**src/rtl/muldiv_pkg.sv**
```systemverilog
// muldiv_pkg: shared constants for the iterative multiply/divide unit.
//   - op_i encodings (MULT, MULTU, DIV, DIVU)
//   - FSM state encoding (IDLE, CALC, FIX)
//   - iteration count and step-counter width
//   - small decode helpers for the operation select
package muldiv_pkg;

    localparam int unsigned CNT_W      = 6;
    localparam int unsigned STEP_COUNT = 32;

    localparam logic [1:0] OP_MULT  = 2'b00;
    localparam logic [1:0] OP_MULTU = 2'b01;
    localparam logic [1:0] OP_DIV   = 2'b10;
    localparam logic [1:0] OP_DIVU  = 2'b11;

    localparam logic [1:0] ST_IDLE = 2'b00;
    localparam logic [1:0] ST_CALC = 2'b01;
    localparam logic [1:0] ST_FIX  = 2'b10;

    // Signed variants take magnitudes and apply a sign fix at the end
    function automatic logic op_is_signed(input logic [1:0] op);
        return (op == OP_MULT) || (op == OP_DIV);
    endfunction

    function automatic logic op_is_div(input logic [1:0] op);
        return (op == OP_DIV) || (op == OP_DIVU);
    endfunction

endpackage

```
**src/rtl/muldiv_addsub.sv**
```systemverilog
// muldiv_addsub: W-bit adder/subtractor shared by the multiply and divide steps.
//   a_i, b_i : operands
//   sub_i    : 1 = a_i - b_i, 0 = a_i + b_i
//   sum_o    : W-bit result
//   cout_o   : carry out (for subtract: 1 means a_i >= b_i, no borrow)
module muldiv_addsub #(
    parameter int unsigned W = 33
) (
    input  logic [W-1:0] a_i,
    input  logic [W-1:0] b_i,
    input  logic         sub_i,
    output logic [W-1:0] sum_o,
    output logic         cout_o
);

    logic [W-1:0] b_eff;

    // Two's-complement subtract: invert b and inject the +1 as carry in
    assign b_eff = sub_i ? ~b_i : b_i;
    assign {cout_o, sum_o} = (W+1)'(a_i) + (W+1)'(b_eff) + (W+1)'(sub_i);

endmodule

```
**src/rtl/muldiv_unit.sv**
```systemverilog
// muldiv_unit: fixed-latency (33 edges) MIPS-style HI/LO multiply/divide unit.
//   clk, reset            : clock, synchronous active-high reset
//   start_i, op_i         : launch MULT/MULTU/DIV/DIVU
//   rs_data_i, rt_data_i  : operand A / dividend, operand B / divisor
//   mthi_i, mtlo_i        : write wr_data_i to HI / LO while idle
//   busy_o                : operation in progress
//   done_o                : one-cycle pulse after HI/LO are written
//   hi_o, lo_o            : architectural HI / LO registers
module muldiv_unit
    import muldiv_pkg::*;
#(
    parameter int unsigned N = 32
) (
    input  logic         clk,
    input  logic         reset,
    input  logic         start_i,
    input  logic [1:0]   op_i,
    input  logic [N-1:0] rs_data_i,
    input  logic [N-1:0] rt_data_i,
    input  logic         mthi_i,
    input  logic         mtlo_i,
    input  logic [N-1:0] wr_data_i,
    output logic         busy_o,
    output logic         done_o,
    output logic [N-1:0] hi_o,
    output logic [N-1:0] lo_o
);

    logic [1:0]       state_q, state_d;
    logic [CNT_W-1:0] cnt_q, cnt_d;
    logic [1:0]       op_q, op_d;
    logic             sa_q, sa_d;
    logic             sb_q, sb_d;
    logic [N-1:0]     acc_q, acc_d;     // product high half / partial remainder
    logic [N-1:0]     quo_q, quo_d;     // multiplier -> product low half / dividend -> quotient
    logic [N-1:0]     opb_q, opb_d;     // multiplicand / divisor magnitude
    logic [N-1:0]     rs_raw_q, rs_raw_d;
    logic [N-1:0]     rt_raw_q, rt_raw_d;
    logic [N-1:0]     hi_q, hi_d;
    logic [N-1:0]     lo_q, lo_d;
    logic             done_q, done_d;
    logic             busy_q, busy_d;

    logic             is_div;
    logic [N-1:0]     addend;
    logic [N:0]       as_a, as_b, as_sum;
    logic             as_cout;
    logic [2*N-1:0]   prod;
    logic             start_signed;

    // Shared datapath: divide subtracts the divisor from the shifted remainder,
    // multiply conditionally adds the multiplicand into the high half.
    assign is_div = op_is_div(op_q);
    assign addend = (is_div || quo_q[0]) ? opb_q : {N{1'b0}};
    assign as_a   = is_div ? {acc_q, quo_q[N-1]} : {1'b0, acc_q};
    assign as_b   = {1'b0, addend};

    muldiv_addsub #(.W(N + 1)) u_addsub (
        .a_i    (as_a),
        .b_i    (as_b),
        .sub_i  (is_div),
        .sum_o  (as_sum),
        .cout_o (as_cout)
    );

    assign start_signed = op_is_signed(op_i);

    // Next-state and datapath update
    always_comb begin
        state_d  = state_q;
        cnt_d    = cnt_q;
        op_d     = op_q;
        sa_d     = sa_q;
        sb_d     = sb_q;
        acc_d    = acc_q;
        quo_d    = quo_q;
        opb_d    = opb_q;
        rs_raw_d = rs_raw_q;
        rt_raw_d = rt_raw_q;
        hi_d     = hi_q;
        lo_d     = lo_q;
        done_d   = 1'b0;
        prod     = {acc_q, quo_q};

        case (state_q)
            ST_IDLE: begin
                if (start_i) begin
                    op_d     = op_i;
                    sa_d     = start_signed & rs_data_i[N-1];
                    sb_d     = start_signed & rt_data_i[N-1];
                    quo_d    = (start_signed & rs_data_i[N-1]) ? -rs_data_i : rs_data_i;
                    opb_d    = (start_signed & rt_data_i[N-1]) ? -rt_data_i : rt_data_i;
                    acc_d    = {N{1'b0}};
                    rs_raw_d = rs_data_i;
                    rt_raw_d = rt_data_i;
                    cnt_d    = {CNT_W{1'b0}};
                    state_d  = ST_CALC;
                end else begin
                    if (mthi_i) hi_d = wr_data_i;
                    if (mtlo_i) lo_d = wr_data_i;
                end
            end

            ST_CALC: begin
                if (is_div) begin
                    // Restoring step: keep the difference only if it did not borrow
                    if (as_cout) begin
                        acc_d = as_sum[N-1:0];
                        quo_d = {quo_q[N-2:0], 1'b1};
                    end else begin
                        acc_d = as_a[N-1:0];
                        quo_d = {quo_q[N-2:0], 1'b0};
                    end
                end else begin
                    // Shift {carry, acc, quo} right by one after the add
                    acc_d = as_sum[N:1];
                    quo_d = {as_sum[0], quo_q[N-1:1]};
                end
                cnt_d = cnt_q + CNT_W'(1);
                if (cnt_q == CNT_W'(STEP_COUNT - 1)) begin
                    state_d = ST_FIX;
                end
            end

            ST_FIX: begin
                if (!is_div) begin
                    if (sa_q ^ sb_q) prod = -{acc_q, quo_q};
                    hi_d = prod[2*N-1:N];
                    lo_d = prod[N-1:0];
                end else if (rt_raw_q == {N{1'b0}}) begin
                    hi_d = rs_raw_q;
                    lo_d = {N{1'b1}};
                end else begin
                    lo_d = (sa_q ^ sb_q) ? -quo_q : quo_q;
                    hi_d = sa_q ? -acc_q : acc_q;
                end
                done_d  = 1'b1;
                state_d = ST_IDLE;
            end

            default: begin
                state_d = ST_IDLE;
            end
        endcase

        busy_d = (state_d != ST_IDLE);
    end

    // State and result registers
    always_ff @(posedge clk) begin
        if (reset) begin
            state_q  <= ST_IDLE;
            cnt_q    <= {CNT_W{1'b0}};
            op_q     <= OP_MULT;
            sa_q     <= 1'b0;
            sb_q     <= 1'b0;
            acc_q    <= {N{1'b0}};
            quo_q    <= {N{1'b0}};
            opb_q    <= {N{1'b0}};
            rs_raw_q <= {N{1'b0}};
            rt_raw_q <= {N{1'b0}};
            hi_q     <= {N{1'b0}};
            lo_q     <= {N{1'b0}};
            done_q   <= 1'b0;
            busy_q   <= 1'b0;
        end else begin
            state_q  <= state_d;
            cnt_q    <= cnt_d;
            op_q     <= op_d;
            sa_q     <= sa_d;
            sb_q     <= sb_d;
            acc_q    <= acc_d;
            quo_q    <= quo_d;
            opb_q    <= opb_d;
            rs_raw_q <= rs_raw_d;
            rt_raw_q <= rt_raw_d;
            hi_q     <= hi_d;
            lo_q     <= lo_d;
            done_q   <= done_d;
            busy_q   <= busy_d;
        end
    end

    assign busy_o = busy_q;
    assign done_o = done_q;
    assign hi_o   = hi_q;
    assign lo_o   = lo_q;

endmodule

```
**config.mk**
```make
export PLATFORM = sky130hd
export DESIGN_NAME = muldiv_unit
export DESIGN_NICKNAME = d
export VERILOG_FILES = /design/src/rtl/muldiv_pkg.sv /design/src/rtl/muldiv_addsub.sv /design/src/rtl/muldiv_unit.sv
export SDC_FILE = /design/constraint.sdc
export NUM_CORES = 1
export LEC_CHECK = 0
export CAP_MARGIN = 15
export CORE_UTILIZATION = 40
export CTS_BUF_LIST = sky130_fd_sc_hd__clkbuf_4
export CTS_CLUSTER_SIZE = 30
export DETAILED_ROUTE_END_ITERATION = 8
export PLACE_DENSITY = 0.62
export SLEW_MARGIN = 20
export SYNTH_ARGS = -nofsm -noshare
export SYNTH_HDL_FRONTEND = slang
export SYNTH_SLANG_ARGS = --single-unit
```
**constraint.sdc**
```tcl
create_clock -name clk -period 4.5 [get_ports clk]
set_clock_uncertainty 0.05 [all_clocks]
set_input_delay 0.45 -clock clk [delete_from_list [all_inputs] [get_ports clk]]
set_output_delay 0.45 -clock clk [all_outputs]
set_load 0.005 [all_outputs]
```
==> impl_metrics.py, run 1 <==
metrics = {
    "power_and_ir_drop": {
        "p_per_area_nw_per_um2": 310,
        "internal-power_w": 0.00384,
        "vdd_drop_max_mv": 0.223,
        "swShare": 0.342,
        "pwr-share-comb": 0.241,
        "totalPowerFinal_w": 0.00584,
        "power.switching_w": 0.00200,
        "clkPwrFrac": 0.347,
        "seqPwrFrac": 0.412,
        "p_leak_nw": 6.95,
    },
    "detailed_routing": {
        "vias": 17100,
        "drc_errors": 0,
        "first_iter_violations": 1615,
        "avgViaCountPerCell": 6.03,
        "detail_route.wl_per_cell_um": 21.2,
        "finalWirelength_mm": 60.2,
        "postRouteAntennaNets": 0,
        "drtPass1Iterations": 5,
    },
    "synth": {
        "seq_area_frac_synth": 0.294,
        "avgSynthCellArea_um2": 7.38,
        "ys_seq_elements": 236,
        "mappedNetlistNets": 2318,
        "ys_warn_count": 0,
        "synth_area_leaders": "dfxtp_1 (29%), a21oi_1 (8.3%), nand2_1 (7.0%)",
        "synth_edf_count": 0,
        "synth_cell_types": 78,
        "synth_top_area_frac": 0.294,
        "yosysTopAreaCell": "dfxtp_1",
        "ys.flop_type": "dfxtp_1",
        "syn_inst": 2178,
        "synthArstFlopShare": 0,
        "syn_area_um2": 16100,
    },
    "worst_setup_path": {
        "crit_arrival_ns": 4.48,
        "crit_required_ns": 5.05,
        "crit_path_cell_trace": "inv_2 -> buf_4 -> o21ai_0 -> ha_1 -> nand2_1 -> nor2_1 -> a221oi_1 -> and3_4 -> a211o_1 -> and2_4 -> o221ai_1 -> a221oi_1",
        "path_class": "flop to flop",
        "crit_path_start_kind": "flop",
        "slowest_delay_ns": 0.44,
        "crit_top_cell": "a221oi_1",
        "crit_slowest_cell": "buf_4",
        "crit_fanout": 33,
        "worstSetupEndpointType": "flop",
    },
    "clock_network": {
        "cts_resized": 0,
        "root_buffer": "clkbuf_4",
        "cts_tree": "done",
        "clock_latency_ns": 0.76,
        "cts_buffers": 68,
        "cts_setup_buffers": 0,
        "cts_sinks": 236,
        "clockBufferDepth": 3,
        "path_clk_slew_ns": 0.07,
        "cts.htree.levels": 3,
        "hold_buffers": 0,
    },
    "final_layout": {
        "instances_no_fill": 2833,
        "area_growth_pct": 17.3,
        "multi_input_area_um2": 10500,
        "mostFrequentLayoutCells": "nand2_1 (298), a21oi_1 (267), dfxtp_1 (235), nor2_1 (184), clkdlybuf4s50_1 (167)",
        "layout.nets": 2399,
        "drive_gt1_frac": 0.0934,
        "register_area_um2": 4730,
        "mostFrequentLayoutCell": "nand2_1",
        "fill_cells": 4055,
    },
    "die": {
        "die-area_um2": 41000,
        "die_h_um": 203,
        "rows": 73,
        "io_pins": 169,
        "die_x_um": 203,
        "core_area_um2": 39700,
        "start_util": 0.405,
    },
    "global_route": {
        "top_usage_layer": "met2",
        "antenna_found_initial": 2,
        "grt_max_degree": 158,
        "first_global_vias": 15500,
        "use_met1": 0.421,
        "overflow": 0,
        "grt_pass1_wl_mm": 91.8,
        "globalRouteTotalUtil": 0.286,
        "met2_usage": 0.432,
        "grt_use_met3": 0.0480,
    },
    "placed_design": {
        "routabilityCongestion": 0.958,
        "dp_hpwl_mm": 44.1,
        "pre_cts_ws_ns": 0.601,
        "numPortBuffers": 168,
        "placed_cells_incl_taps": 2714,
    },
    "timing": {
        "slew_violations": 0,
        "setup_viol": 0,
        "fin_crit_ns": 3.93,
        "hold_viol_final": 0,
        "rsz0062_at_grt": "no",
        "fin_crit_sh": 0.873,
        "worstMarginPinSlew_ns": 1.21,
        "max_freq_mhz": 255,
        "finalSetupTns_ns": 0,
        "max-slew-margin-rel": 0.193,
        "setup_ws_ns": 0.572,
    },
    "run": {
        "drv_cap": 0,
    },
    "hold_path": {
        "hold_path.class": "input pin to flop",
    },
    "status": {
        "status": "finished clean",
    },
}
[cell type report]
class	instances	area share
Inverter	27	0.00537
Timing Repair Buffer	204	0.105
Antenna cell	6	0.000796
Tap cell	525	0.0348
Sequential cell	236	0.251
Clock inverter	13	0.00471
Multi-Input combinational cell	1722	0.559
Clock buffer	100	0.0398
[synth_stat cells (all sizes together), types with 4 or more instances]
| library cell | instances |
|---|---|
| o311ai | 4 |
| buf | 21 |
| and2 | 7 |
| and4b | 4 |
| nor2 | 188 |
| a21oi | 267 |
| nor3 | 43 |
| o211ai | 23 |
| o221ai | 52 |
| nor2b | 6 |
| nor4 | 28 |
| inv | 26 |
| xor2 | 79 |
| ha | 36 |
| nand2 | 298 |
| o22ai | 22 |
| or3 | 17 |
| xnor2 | 91 |
| o21ai | 145 |
| o21bai | 6 |
| o31ai | 29 |
| mux2 | 40 |
| dfxtp | 236 |
| a311oi | 11 |
| nand2b | 15 |
| a211o | 5 |
| a31oi | 14 |
| nand4 | 20 |
| nand3 | 58 |
| and4 | 4 |
| or2 | 6 |
| a21o | 8 |
| and3 | 12 |
| clkbuf | 172 |
| o21a | 6 |
| a2111oi | 5 |
| a211oi | 63 |
| nor3b | 7 |
| or4 | 15 |
| o41ai | 16 |
| a221oi | 11 |
| mux2i | 26 |
[final timing paths]
check | end | start | slack [ns] | depth (start not counted)
max | acc_q[3] | op_q[1] | 0.57 | 12
min | lo_o[2] | reset | 0.15 | 2
max reg2reg | acc_q[3] | op_q[1] | 0.57 | 12
min reg2reg | lo_o[17] | lo_o[17] | 0.40 | 2
[metrics by stage]
stage | util | hold slack [ns] | cell area [um2]
global route | 0.475 | 0.130 | 18900
CTS | 0.474 | 0.124 | 18800
floorplan | - | 0.383 | 16100
global placement | 0.453 | 0.391 | 18000
detailed placement | 0.453 | 0.396 | 18000
finish | 0.475 | 0.146 | 18900
[flip-flops by register name, summed over array words and instances, names as in the netlist]
| register | flops |
|---|---|
| sb_q | 1 |
| done_o | 1 |
| cnt_q | 6 |
| hi_o | 32 |
| rt_raw_q | 31 |
| sa_q | 1 |
| busy_o | 1 |
| lo_o | 32 |
| state_q | 2 |
| opb_q | 32 |
| op_q | 1 |
| acc_q | 32 |
| quo_q | 32 |
| rs_raw_q | 32 |
[worst max-delay path, delay by kind of cell, from the launching register on]
family | cells | cell delay, ns
AO/OA/AOI/OAI | 5 | 1.21
AND/OR/NAND/NOR | 4 | 0.98
buffers and inverters | 2 | 0.73
flip-flops | 1 | 0.41
adder cells (fa/ha/maj) | 1 | 0.41
[metal layers]
layer / wire length, um / part of all wire
met5: 0 / 0
met4: 861 / 0.014
met3: 4350 / 0.072
met1: 28500 / 0.47
met2: 26500 / 0.44
[power by group through the flow]
stage	registers [W]	logic [W]	clock network, W
final	0.00241	0.00141	0.00203
after global placement	0.00244	0.00137	0
after detailed placement	0.00244	0.00138	0
after floorplan	0.00234	0.000928	0
after global routing	0.00242	0.00153	0.00219
after CTS	0.00240	0.00139	0.00207
[logic make-up (layout without fill, tap and decap cells)]
family | after synthesis | after routing | synth area share
flip-flops | 236 | 236 | 0.294
multiplexers | 66 | 66 | 0.0442
XOR/XNOR | 170 | 170 | 0.0926
AO/OA/AOI/OAI | 713 | 713 | 0.277
buffers and inverters | 220 | 344 | 0.0533
adder cells (fa/ha/maj) | 37 | 37 | 0.0292
other | 0 | 6 | 0
AND/OR/NAND/NOR | 736 | 736 | 0.209
Note: power is estimated with default switching activity, not from simulation.
==> run 2: changes to the inputs <==
Settings changed: PLACE_DENSITY 0.62 to 0.74.
==> run 2 against run 1 <==
Global-route usage decreased by 0.74 points. Combinational power rose by 3%. Count of clock-buffer cells in the layout shrank 5. Via count grew 0.95%. First-iteration DRC count up 12%. Register-to-register slack got worse by 0.24 ns. Sequential power about the same. Clock power about the same. Die area is the same. Setup slack worse by 0.24 ns. Routed wire length down 2.8%. Cell count rose by 0.46%. Critical path type unchanged.
==> impl_metrics.py, run 2 (synthesized netlist as in run 1, its figures left out) <==
metrics = {
    "status": {
        "status": "finished clean",
    },
    "clock_network": {
        "cts.htree.levels": 3,
        "clock_latency_ns": 0.77,
        "hold_buffers": 0,
        "cts_tree": "done",
        "path_clk_slew_ns": 0.07,
        "cts_resized": 0,
        "cts_setup_buffers": 0,
        "cts_sinks": 236,
        "root_buffer": "clkbuf_4",
        "clockBufferDepth": 3,
        "cts_buffers": 67,
    },
    "worst_setup_path": {
        "crit_top_cell": "o21ai_0",
        "crit_slowest_cell": "dfxtp_4",
        "crit_fanout": 55,
        "crit_path_start_kind": "flop",
        "crit_arrival_ns": 4.75,
        "crit_buf_inv": 3,
        "slowest_delay_ns": 0.63,
        "path_class": "flop to flop",
        "critPathTopFamily": "compound AO/OA/AOI/OAI gates",
        "worstSetupEndpointType": "flop",
        "crit_path_cell_trace": "inv_2 -> buf_12 -> o21ai_0 -> ha_1 -> nand4_1 -> or4b_4 -> a2111o_1 -> and3_4 -> a211o_1 -> nand3_1 -> buf_4 -> o21ai_0 -> a211oi_1",
        "crit_required_ns": 5.09,
    },
    "final_layout": {
        "area_growth_pct": 17.8,
        "mostFrequentLayoutCells": "nand2_1 (298), a21oi_1 (267), dfxtp_1 (235), nor2_1 (184), clkdlybuf4s50_1 (167)",
        "drive_gt1_frac": 0.0954,
        "mostFrequentLayoutCell": "nand2_1",
        "fill_cells": 3909,
        "layout.nets": 2410,
    },
    "placed_design": {
        "routabilityCongestion": 1.02,
        "dp_hpwl_mm": 43.1,
        "numPortBuffers": 168,
    },
    "power_and_ir_drop": {
        "totalPowerFinal_w": 0.00583,
        "clkPwrFrac": 0.343,
        "vdd_drop_max_mv": 0.185,
        "seqPwrFrac": 0.408,
        "internal-power_w": 0.00382,
        "p_per_area_nw_per_um2": 308,
        "power.switching_w": 0.00201,
        "pwr-share-comb": 0.249,
        "swShare": 0.345,
        "p_leak_nw": 7.02,
    },
    "global_route": {
        "globalRouteTotalUtil": 0.278,
        "overflow": 0,
        "first_global_vias": 15800,
        "antenna_found_initial": 3,
        "grt_max_degree": 158,
        "grt_pass1_wl_mm": 90.1,
    },
    "hold_path": {
        "hold_path.class": "input pin to flop",
    },
    "timing": {
        "hold_viol_final": 0,
        "fin_crit_sh": 0.925,
        "setup_viol": 0,
        "slew_violations": 0,
        "max_freq_mhz": 240,
        "finalSetupTns_ns": 0,
        "fin_crit_ns": 4.16,
        "max-slew-margin-rel": 0.300,
        "rsz0062_at_grt": "no",
        "worstMarginPinSlew_ns": 1.05,
    },
    "detailed_routing": {
        "drtPass1Iterations": 6,
        "first_iter_violations": 1802,
        "finalWirelength_mm": 58.5,
        "drc_errors": 0,
        "avgViaCountPerCell": 6.06,
        "detail_route.wl_per_cell_um": 20.6,
        "postRouteAntennaNets": 0,
        "vias": 17200,
    },
    "die": {
        "die-area_um2": 41000,
        "core_area_um2": 39700,
        "io_pins": 169,
        "die_x_um": 203,
        "rows": 73,
        "start_util": 0.405,
        "die_h_um": 203,
    },
    "run": {
        "drv_cap": 0,
    },
}
==> run 2: routing by layer <==
metal	GRT usage	up-vias	share of wire
li1	-	8160	-
met2	0.417	854	0.43
met1	0.377	8100	0.42
met5	0	-	0.00024
met3	0.0809	117	0.12
met4	0.100	2	0.029
==> run 2: layout make-up <==
cell class                      count  area (um2)  share of cell area
Clock buffer                       95         713              0.0376
Tap cell                          525         657              0.0347
Antenna cell                        4        10.0            0.000528
Timing Repair Buffer              216        2080               0.110
Sequential cell                   236        4730               0.249
Inverter                           27         101             0.00535
Multi-Input combinational cell   1722       10600               0.557
Clock inverter                     21         113             0.00594
==> run 2: stage by stage <==
step / utilization / worst slack, ns / hold WS, ns / instances / cell area, um2
6_report: 0.477 / 0.337 / 0.114 / 2846 / 19000
5_1_grt: 0.477 / 0.0718 / 0.0850 / 2846 / 19000
4_1_cts: 0.477 / 0.363 / 0.0509 / 2842 / 18900
3_5_place_dp: 0.456 / 0.398 / 0.399 / 2726 / 18100
3_3_place_gp: 0.456 / 0.536 / 0.391 / 2726 / 18100
2_1_floorplan: - / 0.212 / 0.383 / 2178 / 16100
==> run 2: final timing paths <==
path	startpoint	to	slack, ns	depth (start not counted)
max	op_q[1]	quo_q[0]	0.34	13
min	reset	hi_o[23]	0.11	2
max reg2reg	op_q[1]	quo_q[0]	0.34	13
min reg2reg	rt_raw_q[11]	rt_raw_q[11]	0.40	2
==> run 2: power by group through the flow <==
stage / combinational, W / clock (W) / sequential (W)
final: 0.00145 / 0.00200 / 0.00238
after global routing: 0.00157 / 0.00215 / 0.00239
after CTS: 0.00142 / 0.00203 / 0.00237
after detailed placement: 0.00141 / 0 / 0.00242
after global placement: 0.00139 / 0 / 0.00241
after floorplan: 0.000928 / 0 / 0.00234
==> run 3: changes to the inputs <==
Settings changed: SKIP_LAST_GASP set to 1.
==> results of run 3 <==
No change in the layout: final DEF, timing and power equal those of run 2.
